**src/rtl/clkdiv_bank_pkg.sv**
```systemverilog
`default_nettype none
// ============================================================================
//  Module      : clkdiv_pkg
//  Description : Shared constants and types for the multi-channel tone
//                divider bank (default channel count, divisor width,
//                silent-divisor threshold, divisor type).
//  Revision    : 1.0 - initial release
// ============================================================================
package clkdiv_pkg;

    localparam int C_DEF_CH            = 4;
    localparam int C_DEF_W             = 32;
    // Divisors below this value have a zero half-period and keep the channel silent.
    localparam int C_SILENT_DIV_THRESH = 2;

    typedef logic [C_DEF_W-1:0] div_t;

endpackage
`default_nettype wire

```
**src/rtl/clkdiv_bank_if.sv**
```systemverilog
`default_nettype none
// ============================================================================
//  Module      : clkdiv_bank_if
//  Description : Load/enable/tone bundle between the score decoder (master)
//                and the divider bank (slave). The mix_out level is only
//                present when CLKDIV_BANK_MIX_EN is defined.
//  Revision    : 1.0 - initial release
// ============================================================================
interface clkdiv_bank_if #(
    parameter int CH = clkdiv_pkg::C_DEF_CH,
    parameter int W  = clkdiv_pkg::C_DEF_W
);
    localparam int C_CHW = (CH > 1) ? $clog2(CH) : 1;

    logic             load;
    logic [C_CHW-1:0] load_ch;
    logic [W-1:0]     load_div;
    logic [CH-1:0]    en;
    logic [CH-1:0]    tone_out;
    logic [CH-1:0]    edge_pulse;

`ifdef CLKDIV_BANK_MIX_EN
    localparam int C_MIXW = $clog2(CH + 1);
    logic [C_MIXW-1:0] mix_out;

    modport master (output load, load_ch, load_div, en,
                    input  tone_out, edge_pulse, mix_out);
    modport slave  (input  load, load_ch, load_div, en,
                    output tone_out, edge_pulse, mix_out);
`else
    modport master (output load, load_ch, load_div, en,
                    input  tone_out, edge_pulse);
    modport slave  (input  load, load_ch, load_div, en,
                    output tone_out, edge_pulse);
`endif

endinterface
`default_nettype wire

```
**src/rtl/clkdiv_bank_chan.sv**
```systemverilog
`default_nettype none
// ============================================================================
//  Module      : clkdiv_chan
//  Description : One tone channel: half-period counter, active/pending
//                divisor pair, square-wave output and rising-edge pulse.
//                Divisor changes only take effect at a toggle, while
//                disabled, or while silent, so the output never glitches.
//  Revision    : 1.0 - initial release
// ============================================================================
module clkdiv_chan
    import clkdiv_pkg::*;
#(
    parameter int W = C_DEF_W
) (
    input  logic         clk,
    input  logic         rst,
    input  logic         en,
    input  logic         load_we,
    input  logic [W-1:0] load_div,
    output logic         tone_out,
    output logic         edge_pulse
);

    logic [W-1:0] cnt_q, cnt_d;
    logic [W-1:0] act_div_q, act_div_d;
    logic [W-1:0] pend_div_q, pend_div_d;
    logic         tone_q, tone_d;
    logic         edge_q, edge_d;

    logic [W-1:0] w_half;
    logic         w_silent;
    logic         w_wrap;

    // Next-state: pending load, then disabled/silent/running counter behaviour.
    always_comb begin
        w_half     = act_div_q >> 1;
        w_silent   = (act_div_q < W'(C_SILENT_DIV_THRESH));
        w_wrap     = (cnt_q == (w_half - W'(1)));

        pend_div_d = load_we ? load_div : pend_div_q;
        cnt_d      = cnt_q;
        act_div_d  = act_div_q;
        tone_d     = tone_q;
        edge_d     = 1'b0;

        if (!en || w_silent) begin
            // Idle channels track the pending divisor so a new value is
            // used as soon as the channel starts running.
            cnt_d     = '0;
            tone_d    = 1'b0;
            act_div_d = pend_div_q;
        end else if (w_wrap) begin
            // Toggle event: the registered pending value is adopted here, so a
            // load landing in this same cycle waits for the next toggle.
            cnt_d     = '0;
            tone_d    = ~tone_q;
            edge_d    = ~tone_q;
            act_div_d = pend_div_q;
        end else begin
            cnt_d     = cnt_q + W'(1);
        end
    end

    // Channel state registers, cleared asynchronously.
    always_ff @(posedge clk or posedge rst) begin
        if (rst) begin
            cnt_q      <= '0;
            act_div_q  <= '0;
            pend_div_q <= '0;
            tone_q     <= 1'b0;
            edge_q     <= 1'b0;
        end else begin
            cnt_q      <= cnt_d;
            act_div_q  <= act_div_d;
            pend_div_q <= pend_div_d;
            tone_q     <= tone_d;
            edge_q     <= edge_d;
        end
    end

    assign tone_out   = tone_q;
    assign edge_pulse = edge_q;

endmodule
`default_nettype wire

```
**src/rtl/clkdiv_bank.sv**
```systemverilog
`default_nettype none
// ============================================================================
//  Module      : clkdiv_bank
//  Description : CH independent glitch-free tone dividers. Decodes the load
//                strobe to one channel (out-of-range indices ignored) and,
//                when CLKDIV_BANK_MIX_EN is defined, registers a popcount of
//                the tone outputs as a multi-level mix value.
//  Revision    : 1.0 - initial release
// ============================================================================
module clkdiv_bank
    import clkdiv_pkg::*;
#(
    parameter int CH = C_DEF_CH,
    parameter int W  = C_DEF_W
) (
    input  logic          clk,
    input  logic          rst,
    clkdiv_bank_if.slave  bus
);

    localparam int               C_CHW    = (CH > 1) ? $clog2(CH) : 1;
    localparam logic [C_CHW:0]   C_CH_LIM = (C_CHW + 1)'(CH);

    logic          w_load_ok;
    logic [CH-1:0] w_load_we;
    logic [CH-1:0] w_tone;
    logic [CH-1:0] w_edge;

    // A strobe addressing a non-existent channel is dropped entirely.
    always_comb begin
        w_load_ok = bus.load && ({1'b0, bus.load_ch} < C_CH_LIM);
    end

    generate
        for (genvar i = 0; i < CH; i++) begin : g_chan
            assign w_load_we[i] = w_load_ok && (bus.load_ch == C_CHW'(i));

            clkdiv_chan #(
                .W (W)
            ) u_chan (
                .clk        (clk),
                .rst        (rst),
                .en         (bus.en[i]),
                .load_we    (w_load_we[i]),
                .load_div   (bus.load_div),
                .tone_out   (w_tone[i]),
                .edge_pulse (w_edge[i])
            );
        end
    endgenerate

    assign bus.tone_out   = w_tone;
    assign bus.edge_pulse = w_edge;

`ifdef CLKDIV_BANK_MIX_EN
    localparam int C_MIXW = $clog2(CH + 1);

    logic [C_MIXW-1:0] mix_q, mix_d;

    // Count of channels currently high.
    always_comb begin
        mix_d = '0;
        for (int k = 0; k < CH; k++) begin
            mix_d = mix_d + C_MIXW'(w_tone[k]);
        end
    end

    // Mix level register; lags tone_out by one cycle.
    always_ff @(posedge clk or posedge rst) begin
        if (rst) begin
            mix_q <= '0;
        end else begin
            mix_q <= mix_d;
        end
    end

    assign bus.mix_out = mix_q;
`endif

endmodule
`default_nettype wire

```
**src/flat_wrapper.sv**
```systemverilog
// flat-port wrapper written by rule: the top's interface ports become plain ports
module clkdiv_bank_flat import clkdiv_pkg::*;
#(
    parameter int CH = C_DEF_CH,
    parameter int W  = C_DEF_W
)
  (clk, rst, bus_load, bus_load_ch, bus_load_div, bus_en, bus_tone_out, bus_edge_pulse);
  clkdiv_bank_if #(.CH(CH), .W(W)) bus_i ();
  input  logic clk;
  input  logic rst;
  input wire logic [$bits(bus_i.load)-1:0] bus_load;
  input wire logic [$bits(bus_i.load_ch)-1:0] bus_load_ch;
  input wire logic [$bits(bus_i.load_div)-1:0] bus_load_div;
  input wire logic [$bits(bus_i.en)-1:0] bus_en;
  output wire logic [$bits(bus_i.tone_out)-1:0] bus_tone_out;
  output wire logic [$bits(bus_i.edge_pulse)-1:0] bus_edge_pulse;
  assign bus_i.load = bus_load;
  assign bus_i.load_ch = bus_load_ch;
  assign bus_i.load_div = bus_load_div;
  assign bus_i.en = bus_en;
  assign bus_tone_out = bus_i.tone_out;
  assign bus_edge_pulse = bus_i.edge_pulse;
  clkdiv_bank #(.CH(CH), .W(W)) u_core (.clk(clk), .rst(rst), .bus(bus_i));
endmodule
```
**config.mk**
```make
export PLATFORM = sky130hd
export DESIGN_NAME = clkdiv_bank_flat
export DESIGN_NICKNAME = d
export VERILOG_FILES = /design/src/rtl/clkdiv_bank_pkg.sv /design/src/rtl/clkdiv_bank_if.sv /design/src/rtl/clkdiv_bank_chan.sv /design/src/rtl/clkdiv_bank.sv /design/src/flat_wrapper.sv
export SDC_FILE = /design/constraint.sdc
export NUM_CORES = 1
export LEC_CHECK = 0
export CAP_MARGIN = 5
export CORE_MARGIN = 2
export CORE_UTILIZATION = 45
export CTS_CLUSTER_SIZE = 20
export DETAILED_ROUTE_END_ITERATION = 8
export REMOVE_ABC_BUFFERS = 1
export SLEW_MARGIN = 10
export SYNTH_ARGS = -nofsm -noshare
export SYNTH_HDL_FRONTEND = slang
export SYNTH_SLANG_ARGS = --single-unit
```
**constraint.sdc**
```tcl
create_clock -name clk -period 14.49 [get_ports clk]
set_input_delay 2.898 -clock clk [delete_from_list [all_inputs] [get_ports clk]]
set_output_delay 2.898 -clock clk [all_outputs]
set_load 0.05 [all_outputs]
```
==> metrics.cfg, run 1 <==
[clocking]
postCtsSetupRepairBufs=0
clkLatencyLatePin_ps=570
clk_pin_slew_ps=60
clock_sinks=384
cts_buffers=42
cts_tree=yes
htree_levels=2
post_cts_resized=0
hold_buffers=0
clock_path_buffers=3
cts_root_buffer=clkbuf_16

[die]
io_pins=49
fp-row-count=78
fp.dieW_um=219
dieArea_um2=48200
core_area_um2=45600
die_h_um=219
initial_core_util_pct=45.8

[critical_path]
crit_end=u_core.g_chan[0].u_chan.pend_div_q[2]
crit_fanout=81
r2r_start=u_core.g_chan[1].u_chan.act_div_q[1]
crit_path_start_kind=input pin
reg2regPathDepth=11
cp.required_ps=15040
crit_top_cell=buf_4
critPathCaptureType=async pin
r2r-end=u_core.g_chan[1].u_chan.act_div_q[6]
crit_type=in2async
worst_path_max_delay_cell=buf_4
cp_num_cells=4
rrSetupSlack_ps=9570
crit_family=buffers and inverters
crit_arrival_ps=5720
worst-path-buf-inv=4
cpPeakStageDelay_ps=920
crit_start=rst
crit_path_cell_trace=clkdlybuf4s50_1, inv_8, buf_4, buf_4

[drt]
drtPass1Iterations=6
totalWireLength_um=48600
drcViolationCount=0
first_iter_violations=1024
wl_met3_um=1520
wl_met1_um=23600
vias=14500
wl_met2_um=22000
routed.top_layer=met4
route.detailed.wl_per_inst_um=18.7
routed_via_density=5.60
ant_nets=0

[global_routing]
antenna_found_initial=0
grt_max_degree=82
grt_pass1_wl_um=78600
globalRoute.totalOverflow=0
grt_pass1_vias=14400
grt_use_total_pct=20.8

[timing]
period_needed_ps=5170
tightest_slew_ps=999
skew_ps=10.8
hold_viol=0
period_share_pct=35.7
setup_viol=0
finalMaxSlewViolations=0
rsz0062_at_grt=false
timing.fmax_mhz=193
maxSlewHeadroom_pct=33.4
tns_ps=0

[synthesis]
avgSynthCellArea_um2=10.7
ys_async_sr_fraction_pct=100
synth-seq-area-share_pct=46.0
synth.ff_latch_count=384
syn_inst=1951
synth_edf_count=0
synth-warning-count=0
syn_area_um2=20900
ys_types=92
ys.flop_type=dfrtp_1

[placed_design]
gp_congestion=0.918
io_buffers=47
hpwl_um=34200
dpl.cell_count=2519

[final_layout]
final_cells=2597
final_common_cell=dfrtp_1
final_cell_mix=384 x dfrtp_1, 230 x nor2_1, 169 x mux2_2
syn_to_final_growth_pct=11.2
diodes=0
nNetsFinal=2012
fill_cells=4002
drive_gt1_share_pct=16.1
fin_util_pct=51.0

[power_and_ir_drop]
leakagePower_nw=9.44
ir_worst_vdd_v=0.000108
power_density_nw_per_um2=136

[run]
drv_cap=0

[hold_path]
hold_path_class=reg2reg

[status]
status=finished clean

[synthesized netlist by cell type, drive strengths merged, types with 5 or more instances]
master,number,share of area (%)
nand4,46,1.4
a21oi,18,0.43
nor4b,5,0.24
a32o,11,0.53
dfrtp,384,46
a22o,5,0.21
or2,10,0.30
mux2,232,13
inv,31,0.56
ha,8,0.48
o31ai,7,0.25
nor2b,15,0.45
a31o,7,0.29
or3,22,0.68
nor4,37,1.3
xnor2,135,5.7
nand3,85,2.0
a31oi,6,0.18
a21o,9,0.32
or4b,9,0.43
a211o,5,0.21
or4,22,0.81
o21a,8,0.29
nand2,89,1.6
and2,10,0.30
nor3b,8,0.29
mux2i,16,0.77
xor2,132,5.5
o21ai,26,0.62
nor2,230,4.1
clkbuf,41,0.74
and4,10,0.43
and3,43,1.3
nor3,56,1.4
nand4b,10,0.42
buf,53,2.1
a211oi,10,0.38
nand3b,13,0.47
nand2b,11,0.33
a2111oi,7,0.29
o2111ai,5,0.21
[per-layer routing]
layer,up-vias,global-route usage (%)
met5,-,0
met4,0,7.45
met3,85,2.29
met2,227,32.8
met1,7221,29.7
li1,7014,-
[worst min path at each step]
stage	to	from	slack (ps)	cells past startpoint
finish	u_core.g_chan[2].u_chan.act_div_q[12]	u_core.g_chan[2].u_chan.pend_div_q[12]	480	1
detailed placement	u_core.g_chan[2].u_chan.act_div_q[12]	u_core.g_chan[2].u_chan.pend_div_q[12]	470	1
global route	u_core.g_chan[2].u_chan.act_div_q[10]	u_core.g_chan[2].u_chan.pend_div_q[10]	510	1
CTS	u_core.g_chan[2].u_chan.act_div_q[12]	u_core.g_chan[2].u_chan.pend_div_q[12]	490	1
global placement	u_core.g_chan[2].u_chan.act_div_q[12]	u_core.g_chan[2].u_chan.pend_div_q[12]	470	1
floorplan	u_core.g_chan[2].u_chan.act_div_q[10]	u_core.g_chan[2].u_chan.pend_div_q[10]	460	1
[power by group]
group / internal [mW] / leakage (nW) / total, mW / switching (mW)
clock: 0.762 / 0.775 / 1.21 / 0.447
sequential: 1.22 / 4.84 / 1.41 / 0.188
combinational: 0.282 / 3.83 / 0.543 / 0.261
[registers in the layout, indices dropped and copies added, names as in the netlist]
signal,count
u_core.g_chan.u_chan.act_div_q,124
u_core.g_chan.u_chan.cnt_q,128
u_core.g_chan.u_chan.edge_pulse,4
u_core.g_chan.u_chan.pend_div_q,124
u_core.g_chan.u_chan.tone_out,4
[layout make-up]
class                   instances  area (um^2)  area share (%)
clock inverters                20          334            1.44
repair buffers                 62          583            2.51
well taps                     600          751            3.23
multi-input cells            1442        10600            45.6
clock buffers                  58         1240            5.36
inverters                      31          124           0.533
flip-flops and latches        384         9610            41.4
[cell families (layout without fill, tap and decap cells)]
family,count (synthesis),after routing,share of synthesized area (%)
DFF,384,384,46.0
and+or+nand+nor,741,741,18.7
buffers and inverters,125,171,3.35
muxes,248,248,13.7
adders and majority gates,8,8,0.479
xor gates and xnor gates,268,268,11.3
AOI/OAI and AO/OA,177,177,6.46
[through the flow]
| stage | hold slack [ps] | power (mW) | cell area, um^2 | setup slack, ps |
|---|---|---|---|---|
| CTS | 488 | 3.19 | 23200 | 9180 |
| floorplan | 459 | 1.79 | 20300 | 921 |
| finish | 483 | 3.16 | 23200 | 9320 |
| global route | 507 | 3.31 | 23200 | 8840 |
| global placement | 468 | 1.94 | 21700 | 8630 |
| detailed placement | 474 | 1.97 | 21700 | 8560 |
Power figures use the tool's default switching activity.
==> run 2: changes to the inputs <==
==> constraint.sdc (replaced) <==
create_clock -name clk -period 4.25 [get_ports clk]
set_input_delay 0.85 -clock clk [delete_from_list [all_inputs] [get_ports clk]]
set_output_delay 0.85 -clock clk [all_outputs]
set_load 0.05 [all_outputs]
==> metrics.cfg, run 2 (synthesis gave the netlist of run 1 again) <==
[global_routing]
grt_use_total_pct=21.1  ; +0.28 points
grt_pass1_wl_um=79700  ; +1.4%
grt_pass1_vias=14600  ; +1.6%
globalRoute.totalOverflow=0  ; unchanged
antenna_found_initial=0  ; unchanged
grt_max_degree=99  ; +21%

[power_and_ir_drop]
swShare_pct=29.0  ; +0.60 points
power.switching_mw=3.05  ; +240%
ir_worst_vdd_v=0.000242  ; +120%
p_int_mw=7.48  ; +230%
leakagePower_nw=9.47  ; +0.29%
clockPowerShare_pct=36.5  ; -1.7 points
power_frac_comb_pct=17.8  ; +0.6 points
power_frac_seq_pct=45.6  ; +1.0 points
power_density_nw_per_um2=452  ; +230%
power_mw=10.5  ; +230%

[final_layout]
final_cells=2605  ; +0.31%
multi_input_area_um2=10600  ; unchanged
nNetsFinal=2023  ; +0.55%
largest_register=u_core.g_chan.u_chan.cnt_q
final_area_um2=23300  ; +0.32%
fill_cells=3996  ; -0.15%
top_regs=u_core.g_chan.u_chan.cnt_q x128, u_core.g_chan.u_chan.act_div_q x124, u_core.g_chan.u_chan.pend_div_q x124
final_common_cell=dfrtp_1
diodes=0  ; unchanged
largest_reg_flops=128  ; unchanged
syn_to_final_growth_pct=11.6
drive_gt1_share_pct=16.4  ; +0.33 points
final_cell_mix=384 x dfrtp_1, 230 x nor2_1, 169 x mux2_2
regArea_um2=9610  ; unchanged

[drt]
first_iter_violations=936  ; -8.6%
wl_met2_um=22500  ; +2.0%
route.detailed.wl_per_inst_um=18.8  ; +0.38%
drtPass1Iterations=4  ; -2
vias=14700  ; +0.87%
routed.top_layer=met4
wl_met1_um=23600  ; +0.16%
routed_via_density=5.63  ; +0.56%
ant_nets=0  ; unchanged
totalWireLength_um=48900  ; +0.69%
wl_met3_um=1350  ; -11%
drcViolationCount=0  ; unchanged

[timing]
setup_viol=0  ; unchanged
maxSlewHeadroom_pct=46.4  ; +13 points
period_share_pct=90.8
tightest_slew_ps=796  ; -203 ps
finalMaxSlewViolations=0  ; unchanged
timing.fmax_mhz=259
tns_ps=0  ; unchanged
skew_ps=23.2  ; +12.4 ps
rsz0062_at_grt=false
hold_viol=0  ; unchanged
period_needed_ps=3860

[hold_path]
hold_depth=1  ; unchanged
hold_path_class=reg2reg

[clocking]
clk_pin_slew_ps=60  ; about the same
cts_root_buffer=clkbuf_16
htree_levels=2  ; unchanged
postCtsSetupRepairBufs=0  ; unchanged
cts_tree=yes
clkLatencyLatePin_ps=580  ; about the same
clock_sinks=384  ; unchanged
clock_path_buffers=3  ; unchanged
cts_buffers=41  ; -2.4%
post_cts_resized=0  ; unchanged
hold_buffers=0  ; unchanged

[placed_design]
gp_congestion=0.917  ; -0.12%
io_buffers=47  ; unchanged
dpl.cell_count=2531  ; +0.48%
place_area_um2=21800  ; +0.88%
hpwl_um=34700  ; +1.3%

[critical_path]
reg2regPathDepth=11  ; unchanged
crit_path_start_kind=flip-flop
crit_fanout=29  ; -64%
critPathCaptureType=flip-flop
cp.required_ps=4700  ; -10,340 ps
crit_arrival_ps=4310  ; -1410 ps
crit_type=reg2reg

[run]
drv_cap=0  ; unchanged

[die]
initial_core_util_pct=45.8  ; unchanged
die_h_um=219  ; unchanged
dieArea_um2=48200  ; unchanged
fp.dieW_um=219  ; unchanged
fp-row-count=78  ; unchanged
io_pins=49  ; unchanged
core_area_um2=45600  ; unchanged

[status]
status=finished clean

[run 2: final cells by class]
type	instances	share of cell area, %
multi-input cells	1442	45.4
flip-flops and latches	384	41.2
clock buffers	54	4.91
repair buffers	74	3.32
well taps	600	3.22
clock inverters	20	1.37
inverters	31	0.531
[run 2: worst paths after layout]
check,from,endpoint,slack [ps]
max in group asynchronous,rst,u_core.g_chan[1].u_chan.cnt_q[23],2510
hold / removal,u_core.g_chan[0].u_chan.pend_div_q[10],u_core.g_chan[0].u_chan.act_div_q[10],480
min in group asynchronous,rst,u_core.g_chan[1].u_chan.cnt_q[0],770
setup / recovery,u_core.g_chan[1].u_chan.act_div_q[1],u_core.g_chan[1].u_chan.act_div_q[23],390
setup reg to reg,u_core.g_chan[1].u_chan.act_div_q[1],u_core.g_chan[1].u_chan.act_div_q[23],390
hold reg to reg,u_core.g_chan[0].u_chan.pend_div_q[10],u_core.g_chan[0].u_chan.act_div_q[10],480
[run 2: per-layer routing]
| layer | vias to the layer above | GRT usage, % |
|---|---|---|
| met5 | - | 0 |
| met4 | 0 | 7.82 |
| met3 | 79 | 2.24 |
| met2 | 228 | 33.4 |
| met1 | 7319 | 29.9 |
| li1 | 7048 | - |
[run 2: stage by stage]
stage	worst slack (ps)	hold slack, ps	util [%]
after floorplan	-7270	459	-
after global placement	487	468	47.9
after detailed placement	439	472	47.9
after CTS	419	483	51.1
after global routing	123	507	51.1
final	391	483	51.1
[run 2: worst max-delay path, cell delays in order (launching register included)]
cell and delay, ps:
dfrtp_1 450, inv_1 90, ha_1 340, nor3b_1 330, nand4_1 290, a2111oi_0 700
o22ai_1 170, nor4_1 260, and4b_1 260, a31o_2 260, buf_12 230, mux2_2 350
[run 2: power groups by stage]
stage | combinational (mW) | clock, mW | sequential (mW)
floorplan | 1.49 | 0 | 4.62
global placement | 1.83 | 0 | 4.83
detailed placement | 1.88 | 0 | 4.85
CTS | 1.89 | 3.96 | 4.79
global route | 2.08 | 4.10 | 4.89
finish | 1.88 | 3.85 | 4.81
==> run 3: changes to the inputs <==
--- a/config.mk
+++ b/config.mk
@@ -11,6 +11,7 @@
 export CTS_CLUSTER_SIZE = 20
 export DETAILED_ROUTE_END_ITERATION = 8
 export REMOVE_ABC_BUFFERS = 1
+export SETUP_SLACK_MARGIN = 0.05
 export SLEW_MARGIN = 10
 export SYNTH_ARGS = -nofsm -noshare
 export SYNTH_HDL_FRONTEND = slang
==> constraint.sdc (replaced) <==
create_clock -name clk -period 4.2 [get_ports clk]
set_input_delay 0.84 -clock clk [delete_from_list [all_inputs] [get_ports clk]]
set_output_delay 0.84 -clock clk [all_outputs]
set_load 0.05 [all_outputs]
==> metrics.cfg, run 3 (synthesis gave the netlist of run 1 again) <==
[die]
dieArea_um2=48200  ; unchanged
fp-row-count=78  ; unchanged
io_pins=49  ; unchanged
core_area_um2=45600  ; unchanged
initial_core_util_pct=45.8  ; unchanged
die_h_um=219  ; unchanged
fp.dieW_um=219  ; unchanged

[drt]
totalWireLength_um=48900  ; about the same
routed_via_density=5.63  ; about the same
vias=14700  ; +0.048%
route.detailed.wl_per_inst_um=18.7  ; -0.11%
first_iter_violations=974  ; +4.1%
drcViolationCount=0  ; unchanged
drtPass1Iterations=6  ; +2
ant_nets=0  ; unchanged

[final_layout]
diodes=0  ; unchanged
fin_util_pct=51.2  ; about the same
syn_to_final_growth_pct=11.7  ; about the same
drive_gt1_share_pct=16.5  ; +0.13 points
final_cell_mix=384 x dfrtp_1, 230 x nor2_1, 169 x mux2_2
nNetsFinal=2025  ; +0.099%
top_regs=u_core.g_chan.u_chan.cnt_q x128, u_core.g_chan.u_chan.act_div_q x124, u_core.g_chan.u_chan.pend_div_q x124
fill_cells=4007  ; +0.28%
largest_reg_flops=128  ; unchanged
largest_register=u_core.g_chan.u_chan.cnt_q
final_common_cell=dfrtp_1
final_cells=2607  ; +0.077%

[timing]
timing.fmax_mhz=261  ; +0.55%
maxSlewHeadroom_pct=42.6  ; -3.8 points
hold_viol=0  ; unchanged
period_share_pct=91.4  ; +0.58 points
rsz0062_at_grt=false
skew_ps=21.0  ; -2.24 ps
setup_slack_ps=362  ; -29.0 ps
finalMaxSlewViolations=0  ; unchanged
tightest_slew_ps=853  ; +56.7 ps
tns_ps=0  ; unchanged
period_needed_ps=3840  ; -21.0 ps
setup_viol=0  ; unchanged

[critical_path]
crit_start=u_core.g_chan[3].u_chan.act_div_q[3]
crit_arrival_ps=4290  ; -20 ps
r2r_start=u_core.g_chan[3].u_chan.act_div_q[3]
worst-path-buf-inv=1  ; -1
crit_path_start_kind=flip-flop
rrSetupSlack_ps=360  ; -30 ps
cp_num_cells=9  ; -2
crit_family=simple AND/OR/NAND/NOR gates
worst_path_max_delay_cell=or4b_1
cpPeakStageDelay_ps=630  ; -70 ps
crit_type=reg2reg
crit_fanout=13  ; -55%
cp.required_ps=4650  ; -50 ps
critPathCaptureType=flip-flop
reg2regPathDepth=9  ; -2
crit_path_cell_trace=or4_1, or4b_1, nor2_1, o2111ai_1, nor4_1, and4_4, a21bo_2, buf_4, mux2_4
crit_end=u_core.g_chan[3].u_chan.act_div_q[23]
r2r-end=u_core.g_chan[3].u_chan.act_div_q[23]

[clocking]
hold_buffers=0  ; unchanged
clock_sinks=384  ; unchanged
htree_levels=2  ; unchanged
clk_pin_slew_ps=60  ; about the same
post_cts_resized=0  ; unchanged
postCtsSetupRepairBufs=0  ; unchanged
clock_path_buffers=3  ; unchanged
cts_tree=yes
clkLatencyLatePin_ps=580  ; about the same
cts_root_buffer=clkbuf_16
cts_buffers=41  ; unchanged

[global_routing]
globalRoute.totalOverflow=0  ; unchanged
grt_max_degree=81  ; -18%
grt_pass1_wl_um=79700  ; about the same
grt_use_total_pct=21.0  ; -0.057 points
antenna_found_initial=0  ; unchanged
grt_pass1_vias=14400  ; -1.2%

[placed_design]
pre_cts_ws_ps=448  ; +8.81 ps
gp_congestion=0.901  ; -1.7%
io_buffers=47  ; unchanged
hpwl_um=34800  ; +0.43%
dpl.cell_count=2533  ; +0.079%

[power_and_ir_drop]
leakagePower_nw=9.49  ; +0.23%
power_density_nw_per_um2=458  ; +1.3%
power_mw=10.7  ; +1.4%
ir_worst_vdd_v=0.000210  ; -13%

[status]
status=finished clean

[run]
drv_cap=0  ; unchanged

[hold_path]
hold_path_class=reg2reg

[run 3: how the worst min path moves through the flow]
stage | start | to | slack [ps] | cells past startpoint
5_1_grt | u_core.g_chan[0].u_chan.pend_div_q[29] | u_core.g_chan[0].u_chan.act_div_q[29] | 510 | 1
6_report | u_core.g_chan[0].u_chan.pend_div_q[21] | u_core.g_chan[0].u_chan.act_div_q[21] | 480 | 1
3_5_place_dp | u_core.g_chan[0].u_chan.pend_div_q[20] | u_core.g_chan[0].u_chan.act_div_q[20] | 470 | 1
3_3_place_gp | u_core.g_chan[2].u_chan.pend_div_q[19] | u_core.g_chan[2].u_chan.act_div_q[19] | 470 | 1
4_1_cts | u_core.g_chan[2].u_chan.pend_div_q[9] | u_core.g_chan[2].u_chan.act_div_q[9] | 490 | 1
2_1_floorplan | u_core.g_chan[2].u_chan.pend_div_q[10] | u_core.g_chan[2].u_chan.act_div_q[10] | 460 | 1
[run 3: power breakdown]
| group | internal, mW | switching [mW] |
|---|---|---|
| logic | 0.997 | 0.903 |
| registers | 4.21 | 0.657 |
| clock network | 2.38 | 1.53 |
| total | 7.59 | 3.09 |
[run 3: area by class of cell]
type	instances	area [um^2]	share of cell area (%)
clock buffers	58	1210	5.19
clock inverters	16	249	1.07
inverters	31	124	0.531
multi-input cells	1442	10600	45.4
flip-flops and latches	384	9610	41.2
well taps	600	751	3.22
repair buffers	76	801	3.43
[run 3: per-stage QoR]
stage	instance area, um^2	hold slack, ps
after global routing	23300	510
after floorplan	20300	459
final	23300	482
after detailed placement	21900	473
after CTS	23300	489
after global placement	21900	467
[run 3: layer usage]
| metal | global-route usage, % | part of all wire [%] | vias up |
|---|---|---|---|
| li1 | - | - | 7049 |
| met1 | 30.2 | 48 | 7290 |
| met2 | 32.8 | 45 | 261 |
| met3 | 2.50 | 3.2 | 81 |
| met4 | 7.68 | 3.1 | 0 |
| met5 | 0 | 0 | - |
